### src/rtl/window_motor_drv_if.sv
// Command/status bundle between the window controller and the stepper driver.
// The controller (master) issues one-cycle open_cw / close_ccw pulses and
// observes coil drive, motion and limit status; the driver is the slave.
interface window_motor_drv_if #(
  parameter int POS_W = 16
);
  logic             open_cw;
  logic             close_ccw;
  logic [3:0]       coil;
  logic             moving;
  logic             at_open;
  logic             at_closed;
  logic [POS_W-1:0] position;

  modport master (
    output open_cw, close_ccw,
    input  coil, moving, at_open, at_closed, position
  );

  modport slave (
    input  open_cw, close_ccw,
    output coil, moving, at_open, at_closed, position
  );
endinterface

### src/rtl/window_motor_drv.sv
// Window motor driver: turns open/close command pulses into a clock-divided
// 4-coil unipolar stepper sequence, tracks position in steps and stops at
// both travel limits.
// Optional build macro WINDOW_HALF_STEP_EN selects the 8-entry half-step
// sequence (3-bit phase index); without it the 4-entry full-step sequence
// (2-bit phase index) is used.
module window_motor_drv #(
  parameter int STEP_DIV     = 50000,
  parameter int TRAVEL_STEPS = 200,
  parameter int POS_W        = 16
) (
  input  logic             clk,
  input  logic             n_reset,
  window_motor_drv_if.slave bus
);

`ifdef WINDOW_HALF_STEP_EN
  localparam int PH_W = 3;
`else
  localparam int PH_W = 2;
`endif

  localparam int               DIV_W  = (STEP_DIV > 2) ? $clog2(STEP_DIV) : 1;
  localparam logic [DIV_W-1:0] DIV_TC = DIV_W'(STEP_DIV - 1);
  localparam logic [POS_W-1:0] POS_MAX = POS_W'(TRAVEL_STEPS);

  typedef enum logic [1:0] {
    IDLE    = 2'd0,
    OPENING = 2'd1,
    CLOSING = 2'd2
  } state_t;

  // Coil pattern for a phase index, bit3..bit0 = A,B,C,D.
  function automatic logic [3:0] f_pattern(input logic [PH_W-1:0] idx);
    logic [3:0] pat;
`ifdef WINDOW_HALF_STEP_EN
    case (idx)
      3'd0:    pat = 4'b1000;
      3'd1:    pat = 4'b1100;
      3'd2:    pat = 4'b0100;
      3'd3:    pat = 4'b0110;
      3'd4:    pat = 4'b0010;
      3'd5:    pat = 4'b0011;
      3'd6:    pat = 4'b0001;
      default: pat = 4'b1001;
    endcase
`else
    case (idx)
      2'd0:    pat = 4'b1100;
      2'd1:    pat = 4'b0110;
      2'd2:    pat = 4'b0011;
      default: pat = 4'b1001;
    endcase
`endif
    return pat;
  endfunction

  state_t            r_state;
  logic [DIV_W-1:0]  r_div;
  logic [PH_W-1:0]   r_phase;
  logic [POS_W-1:0]  r_pos;
  logic [3:0]        r_coil;
  logic              r_moving;
  logic              r_at_open;
  logic              r_at_closed;

  state_t            w_state_nxt;
  logic [DIV_W-1:0]  w_div_nxt;
  logic [PH_W-1:0]   w_phase_nxt;
  logic [POS_W-1:0]  w_pos_nxt;
  logic [3:0]        w_coil_nxt;
  logic              w_moving_nxt;
  logic              w_at_open_nxt;
  logic              w_at_closed_nxt;

  // Both commands high at once cancel each other out in every state.
  logic w_open_cmd;
  logic w_close_cmd;
  assign w_open_cmd  = bus.open_cw   & ~bus.close_ccw;
  assign w_close_cmd = bus.close_ccw & ~bus.open_cw;

  // State, counters, position and registered outputs.
  always_ff @(posedge clk) begin
    // NOTE: sequential state uses non-blocking assignments so every register
    // samples the pre-edge values of the others, regardless of statement order.
    if (!n_reset) begin
      r_state     <= IDLE;
      r_div       <= '0;
      r_phase     <= '0;
      r_pos       <= '0;
      r_coil      <= 4'b0000;
      r_moving    <= 1'b0;
      r_at_open   <= 1'b0;
      r_at_closed <= 1'b1;
    end else begin
      r_state     <= w_state_nxt;
      r_div       <= w_div_nxt;
      r_phase     <= w_phase_nxt;
      r_pos       <= w_pos_nxt;
      r_coil      <= w_coil_nxt;
      r_moving    <= w_moving_nxt;
      r_at_open   <= w_at_open_nxt;
      r_at_closed <= w_at_closed_nxt;
    end
  end

  // Next state, step divider, phase index and position.
  always_comb begin
    // NOTE: every comb output gets a default first so no path leaves it
    // unassigned, which would otherwise infer a latch.
    w_state_nxt = r_state;
    w_div_nxt   = r_div;
    w_phase_nxt = r_phase;
    w_pos_nxt   = r_pos;
    case (r_state)
      IDLE: begin
        w_div_nxt = '0;
        if (w_open_cmd && (r_pos != POS_MAX)) begin
          w_state_nxt = OPENING;
        end else if (w_close_cmd && (r_pos != '0)) begin
          w_state_nxt = CLOSING;
        end
      end
      OPENING: begin
        if (w_close_cmd) begin
          // Reversal wins over a coincident step: restart the step period.
          w_state_nxt = CLOSING;
          w_div_nxt   = '0;
        end else if (r_div == DIV_TC) begin
          w_div_nxt   = '0;
          w_phase_nxt = r_phase + PH_W'(1);
          w_pos_nxt   = r_pos + POS_W'(1);
          if (w_pos_nxt == POS_MAX) begin
            w_state_nxt = IDLE;
          end
        end else begin
          w_div_nxt = r_div + DIV_W'(1);
        end
      end
      CLOSING: begin
        if (w_open_cmd) begin
          w_state_nxt = OPENING;
          w_div_nxt   = '0;
        end else if (r_div == DIV_TC) begin
          w_div_nxt   = '0;
          w_phase_nxt = r_phase - PH_W'(1);
          w_pos_nxt   = r_pos - POS_W'(1);
          if (w_pos_nxt == '0) begin
            w_state_nxt = IDLE;
          end
        end else begin
          w_div_nxt = r_div + DIV_W'(1);
        end
      end
      default: begin
        w_state_nxt = IDLE;
        w_div_nxt   = '0;
      end
    endcase
  end

  // Output values for the next edge, derived from the next state and position
  // so that status and coil change on the same edge as the motion itself.
  always_comb begin
    w_moving_nxt    = (w_state_nxt != IDLE);
    w_at_open_nxt   = (w_pos_nxt == POS_MAX);
    w_at_closed_nxt = (w_pos_nxt == '0);
    w_coil_nxt      = 4'b0000;
    if (w_state_nxt != IDLE) begin
      w_coil_nxt = f_pattern(w_phase_nxt);
    end
  end

  assign bus.coil      = r_coil;
  assign bus.moving    = r_moving;
  assign bus.at_open   = r_at_open;
  assign bus.at_closed = r_at_closed;
  assign bus.position  = r_pos;

endmodule

### src/flat_wrapper.sv
// flat-port wrapper written by rule: the top's interface ports become plain ports
module window_motor_drv_flat 
#(
  parameter int STEP_DIV     = 50000,
  parameter int TRAVEL_STEPS = 200,
  parameter int POS_W        = 16
)
  (clk, n_reset, bus_open_cw, bus_close_ccw, bus_coil, bus_moving, bus_at_open, bus_at_closed, bus_position);
  window_motor_drv_if #(.POS_W(POS_W)) bus_i ();
  input  logic clk;
  input  logic n_reset;
  input wire logic [$bits(bus_i.open_cw)-1:0] bus_open_cw;
  input wire logic [$bits(bus_i.close_ccw)-1:0] bus_close_ccw;
  output wire logic [$bits(bus_i.coil)-1:0] bus_coil;
  output wire logic [$bits(bus_i.moving)-1:0] bus_moving;
  output wire logic [$bits(bus_i.at_open)-1:0] bus_at_open;
  output wire logic [$bits(bus_i.at_closed)-1:0] bus_at_closed;
  output wire logic [$bits(bus_i.position)-1:0] bus_position;
  assign bus_i.open_cw = bus_open_cw;
  assign bus_i.close_ccw = bus_close_ccw;
  assign bus_coil = bus_i.coil;
  assign bus_moving = bus_i.moving;
  assign bus_at_open = bus_i.at_open;
  assign bus_at_closed = bus_i.at_closed;
  assign bus_position = bus_i.position;
  window_motor_drv #(.STEP_DIV(STEP_DIV), .TRAVEL_STEPS(TRAVEL_STEPS), .POS_W(POS_W)) u_core (.clk(clk), .n_reset(n_reset), .bus(bus_i));
endmodule
### config.mk
export PLATFORM = sky130hd
export DESIGN_NAME = window_motor_drv_flat
export DESIGN_NICKNAME = d
export VERILOG_FILES = /design/src/rtl/window_motor_drv_if.sv /design/src/rtl/window_motor_drv.sv /design/src/flat_wrapper.sv
export SDC_FILE = /design/constraint.sdc
export NUM_CORES = 1
export LEC_CHECK = 0
export CORE_ASPECT_RATIO = 1.5
export CORE_MARGIN = 10
export CORE_UTILIZATION = 55
export CTS_CLUSTER_DIAMETER = 80
export DETAILED_ROUTE_END_ITERATION = 8
export HOLD_SLACK_MARGIN = 0.03
export MAX_ROUTING_LAYER = met4
export PLACE_DENSITY_LB_ADDON = 0.12
export RECOVER_POWER = 25
export SYNTH_ARGS = -nofsm -noshare
export SYNTH_HDL_FRONTEND = slang
export SYNTH_SLANG_ARGS = --single-unit
### constraint.sdc
create_clock -name clk -period 3.3 [get_ports clk]
set_input_delay 0.33 -clock clk [delete_from_list [all_inputs] [get_ports clk]]
set_output_delay 0.33 -clock clk [all_outputs]
set_load 0.02 [all_outputs]
---- Yosys cells after proc, flatten, opt, wreduce, memory -nomap -nowiden ----
Index checks and enable logic that the tools add are counted.
storage, ports and cells
  word-level logic and storage cells ...... 58
  output and inout port bits .............. 23
  register bits after elaboration ......... 43
  bits of input ports ..................... 4
operators by class
  eq/ne operators ......................... 8
  add/sub/neg operators ................... 5
  bitwise gates (word level) .............. 4
  reduce and logical (&&, ||, !) cells .... 9
  mux-type cells .......................... 24
operator list
  kind                                                    number
  2-to-1 mux 16 bit                                       7
  one-hot mux 16 bit (2 select lines)                     2
  adder 16 x 1 -> 16 bit, second input constant           2
  equality test 16 x 8 -> 1 bit, second input constant    2
  zero test 16 bit                                        2
  2-to-1 mux 2 bit                                        12
  equality test 16 bit, second input constant             1
  inequality test 16 x 8 -> 1 bit, second input constant  1
  nonzero test 16 bit                                     1
  subtractor 16 x 1 -> 16 bit, second input constant      1
  one-hot mux 4 bit (3 select lines)                      1
  one-hot mux 2 bit (3 select lines)                      1
  equality test 2 x 1 -> 1 bit, second input constant     2
  equality test 2 bit, second input constant              2
  zero test 2 bit                                         2
  one-hot mux 2 bit (2 select lines)                      1
  adder 2 x 1 -> 2 bit, second input constant             1
  AND 1 bit                                               2
  logical AND 1 bit                                       2
  NOT 1 bit                                               2
  AND reduction 2 bit                                     1
  nonzero test 2 bit                                      1
  subtractor 2 x 1 -> 2 bit, second input constant        1

---- Longest topological paths before layout ----
Gate-level depths: netlist of the first run.
  word-level depth ........................ 8
  gate-level depth with buffers ........... 13
  mapped depth without buffers ............ 11

---- Worst setup path after synthesis of the first run ----
OpenSTA, ideal clock, no wires.
  kind .................................... reg-to-reg
  start ................................... register u_core.r_pos[4], in the netlist u_core.bus.position[4]
  end ..................................... register u_core.r_coil[1], in the netlist u_core.bus.coil[1]
  data arrival time ....................... 2.418 ns
  required time ........................... 3.185 ns
  setup time .............................. 0.115 ns
  setup slack ............................. 0.767 ns
  period minus slack after synthesis ...... 2.533 ns
  cell stages (with the launch flop) ...... 11
  path buffers ............................ 2
  path through ............................ dfxtp_1 buf_2 and4_1 clkbuf_1 xnor2_1 nand4_1 a2111oi_1 a311oi_1 a211oi_2 nand2_1 and2_1
on the way
  cells in the longest elaborated chain, start to end .. 8
  elaborated cells between the ends (all ways) .. 19
  classes of those cells .................. add/sub (2); eq/ne (2); mux (9); reduce/logical (6)
ends and longest elaborated chain
  what                                                                          line                                              source
  start: declaration                                                            window_motor_drv.sv:61                            logic [POS_W-1:0] r_pos;
  start signal: assignment                                                      window_motor_drv.sv:99                            r_pos <= w_pos_nxt;
  adder 16 x 1 -> 16 bit / subtractor 16 x 1 -> 16 bit (equally long branches)  window_motor_drv.sv:132, window_motor_drv.sv:147
  equality test 16 x 8 -> 1 bit / zero test 16 bit (equally long branches)      window_motor_drv.sv:133, window_motor_drv.sv:148
  2-to-1 mux 2 bit (on tied branches)                                           window_motor_drv.sv:133, window_motor_drv.sv:148
  2-to-1 mux 2 bit (on tied branches)                                           window_motor_drv.sv:129, window_motor_drv.sv:144
  2-to-1 mux 2 bit (on tied branches)                                           window_motor_drv.sv:125, window_motor_drv.sv:141
  one-hot mux 2 bit (3 select lines) *                                          window_motor_drv.sv:115                           case (r_state)
  nonzero test 2 bit *                                                          window_motor_drv.sv:169                           if (w_state_nxt != IDLE) begin
  AND reduction 2 bit (no line) *                                               -
  end signal: assignment                                                        window_motor_drv.sv:100                           r_coil <= w_coil_nxt;
  end: declaration                                                              window_motor_drv.sv:62                            logic [3:0] r_coil;
Mark *: on every way between the ends. The rest lies on a longest branch, timed or not.
A chain may end at the register's enable or synchronous reset.

---- Worst setup path in the final report of the first run ----
  start ................................... register u_core.r_pos[4], in the netlist u_core.bus.position[4]
  end ..................................... register u_core.r_at_open, in the netlist u_core.bus.at_open
on the way
  cells in the longest elaborated chain, start to end .. 5
  elaborated cells between the ends (all ways) .. 8
  classes of those cells .................. add/sub (2); eq/ne (1); mux (5)
ends and longest elaborated chain
  what                                                                          line                                              source
  subtractor 16 x 1 -> 16 bit / adder 16 x 1 -> 16 bit (equally long branches)  window_motor_drv.sv:147, window_motor_drv.sv:132
  2-to-1 mux 16 bit (on tied branches)                                          window_motor_drv.sv:144, window_motor_drv.sv:129
  2-to-1 mux 16 bit (on tied branches)                                          window_motor_drv.sv:141, window_motor_drv.sv:125
  one-hot mux 16 bit (2 select lines) *                                         window_motor_drv.sv:115
  equality test 16 x 8 -> 1 bit *                                               window_motor_drv.sv:166                           w_at_open_nxt = (w_pos_nxt == POS_MAX);
  end signal: assignment                                                        window_motor_drv.sv:102                           r_at_open <= w_at_open_nxt;
  end: declaration                                                              window_motor_drv.sv:64                            logic r_at_open;
Marks and branches as above.

==> results of run 1 <==
## cell usage after synthesis (9+ instances only)
master	number	share of area, %
clkbuf_1	19	2.2
nor3_1	13	2.0
nor4_1	10	1.9
a31oi_1	9	1.7
xnor2_1	10	2.7
nand2_1	25	2.9
inv_1	18	2.1
nor2_1	45	5.2
nand4_1	15	2.9
nand3_1	17	2.6
nor2b_1	9	1.7
dfxtp_1	43	27
o21ai_0	12	1.9
and2_1	15	2.9
a21oi_1	12	1.9
ha_1	12	4.7
## state kept, by name, summed over array words and instances, names as in the netlist
register	count
u_core.bus.at_open	1
u_core.bus.coil	4
u_core.r_state	2
u_core.r_div	16
u_core.bus.position	16
u_core.bus.at_closed	1
u_core.r_phase	2
u_core.bus.moving	1
## critical path, cell delays in order, from the launching register on
cell and delay, ns:
dfxtp_1 0.64, and4_1 0.43, a41oi_1 0.26, o31ai_1 0.29, a31o_2 0.25, o311ai_0 0.13
buf_4 0.17, nor4_1 0.28, nand4_1 0.28, nor4b_2 0.27
## final cells by class
class	count	area share [%]
Tap cell	72	2.390
Clock buffer	5	1.826
Multi-Input combinational cell	326	57.60
Clock inverter	3	0.6972
Sequential cell	43	22.91
Inverter	19	1.892
Timing Repair Buffer	55	12.68
## kinds of logic after synthesis
| family | count (synthesis) | synth area share [%] |
|---|---|---|
| muxes | 5 | 1.630 |
| xor gates and xnor gates | 18 | 4.891 |
| DFF | 43 | 26.71 |
| AOI/OAI and AO/OA | 93 | 21.20 |
| adders and majority gates | 12 | 4.658 |
| and+or+nand+nor | 198 | 34.78 |
| buffers and inverters | 48 | 6.133 |
## metrics by stage
stage	std cells	utilization [%]
6_report	523	65.62
5_1_grt	523	65.62
4_1_cts	523	65.47
3_5_place_dp	515	63.81
3_3_place_gp	515	63.81
2_1_floorplan	417	-
## final timing paths
path                                                      end                              start
worst max-delay path            u_core.bus.at_open$_SDFF_PN0_  u_core.bus.position[4]$_SDFF_PN0_
worst min-delay path               u_core.r_div[0]$_SDFF_PN0_         u_core.r_div[0]$_SDFF_PN0_
worst max register to register  u_core.bus.at_open$_SDFF_PN0_  u_core.bus.position[4]$_SDFF_PN0_
worst min register to register     u_core.r_div[0]$_SDFF_PN0_         u_core.r_div[0]$_SDFF_PN0_
## metal layers
| layer | track usage (%) | vias to the layer above | wire length [um] |
|---|---|---|---|
| met5 | - | - | 0 |
| met4 | 17.81 | 0 | 844 |
| met3 | 4.961 | 74 | 845 |
| met2 | 37.64 | 199 | 5212 |
| met1 | 25.36 | 1616 | 3888 |
| li1 | - | 1624 | - |
## power groups by stage
stage | sequential, W | clock [W] | combinational, W
2_1_floorplan | 0.000551 | 0 | 0.0000714
3_3_place_gp | 0.000544 | 0 | 0.000138
3_5_place_dp | 0.000544 | 0 | 0.000139
4_1_cts | 0.000532 | 0.000373 | 0.000139
5_1_grt | 0.000533 | 0.000391 | 0.000151
6_report | 0.000532 | 0.000367 | 0.000141
==> flow_summary.yaml, run 1 <==
finish:
  layout_common_cells: "nor2_1 (45), dfxtp_1 (41), buf_4 (29), nand2_1 (25), inv_1 (18)"
  multiInputGateArea_um2: 2171
  area_growth_syn_to_layout_pct: 16.93
  final_nets: 466
  final_common_cell: "nor2_1"
  n_fill_cell: 524
  drive_above_1_share_pct: 13.75
  final_area_um2: 3769
  seqCellArea_um2: 863.3
  antennaDiodeCount: 0
synth:
  yosys_warnings: 0
  synth_area_um2: 3223
  synth.yosys.seq_area_share_pct: 26.71
  synth_edf_count: 0
  synth_nets: 433
  ys_ff_latch: 43
  synth_cell_type_count: 67
  avgSynthCellArea_um2: 7.729
  synth_ff_type: "dfxtp_1"
  async_flop_share_pct: 0
  syn_inst: 417
routing:
  drcViolationCount: 0
  num_vias: 3513
  wl_mm: 10.79
  drt_iter0_drc: 373
  viasPerCell: 6.717
  drt_first_pass_iters: 5
  antenna_left: 0
  post_drt_wl_per_cell_um: 20.63
placement:
  dp_hpwl_mm: 8.333
  io_buffers: 26
  place_area_um2: 3665
  place_ws_ns: 0.2374
  place_congestion: 1.095
die:
  dieArea_um2: 9385
  rows: 34
  num_io_pins: 27
  coreArea_um2: 5743
  start_util_pct: 56.12
  die_width_um: 82.51
  die_y_um: 113.8
power:
  power_frac_seq_pct: 51.1
  power.internal_w: 0.0007358
  switching_share_pct: 29.20
  switchingPower_w: 0.0003035
  powerDensity_nw_per_um2: 275.8
  clkPwrFrac_pct: 35.3
  p_leak_nw: 1.368
  peakVddDrop_mv: 0.2882
  combPwrFrac_pct: 13.6
  finalPower_w: 0.001039
timing:
  holdWs_ns: 0.4526
  relSlewSlack_pct: 57.84
  fin_ws_ns: 0.1973
  setup_viol: 0
  worst_slew_pin_slew_ns: 0.6267
  max_freq_mhz: 322.3
  hold_viol: 0
  rsz0062_at_grt: "no"
  period_needed_ns: 3.103
  setup-tns-final_ns: 0
  fin_crit_sh_pct: 94.02
  finalClockSkew_ns: 0.01219
  final_max_slew_viol_count: 0
hold_path:
  min_path_cells: 1
  min_path_type: "reg -> reg"
cts:
  post_cts_buffers: 0
  cts_root_buffer: "clkbuf_8"
  cts_max_path_buffers: 2
  cts_num_sinks: 43
  cts_tree: "built"
  clkLatencyLatePin_ns: 0.32
  numCtsBuffers: 5
  cts_hold_buf: 0
  clk_pin_slew_ns: 0.10
  ctsResizeCount: 0
  htree_levels: 2
worst_setup_path:
  end_kind: "register"
  worstPathRequired_ns: 3.53
  start_kind: "register"
  critical_path.max_fanout: 11
  rrSetupSlack_ns: 0.20
  reg2reg_depth: 9
  cp.arrival_ns: 3.33
  path_class: "reg -> reg"
global_route:
  grt_use_total_pct: 23.91
  grt_max_degree: 22
  overflow: 0
  antenna_found_initial: 0
  grt_pass1_vias: 3354
  grt_first_pass_wirelength_mm: 17.12
flow_run:
  maxCapViolations: 0
run_status:
  status: "complete, no violations"
No activity file was read; power rests on OpenSTA's default activity.
==> inputs of run 2 (changes only) <==
--- a/config.mk
+++ b/config.mk
@@ -5,6 +5,7 @@
 export SDC_FILE = /design/constraint.sdc
 export NUM_CORES = 1
 export LEC_CHECK = 0
+export CAP_MARGIN = 0
 export CORE_ASPECT_RATIO = 1.5
 export CORE_MARGIN = 10
 export CORE_UTILIZATION = 55
==> results of run 2 <==
Final layout, timing and power as in run 1 (identical DEF).
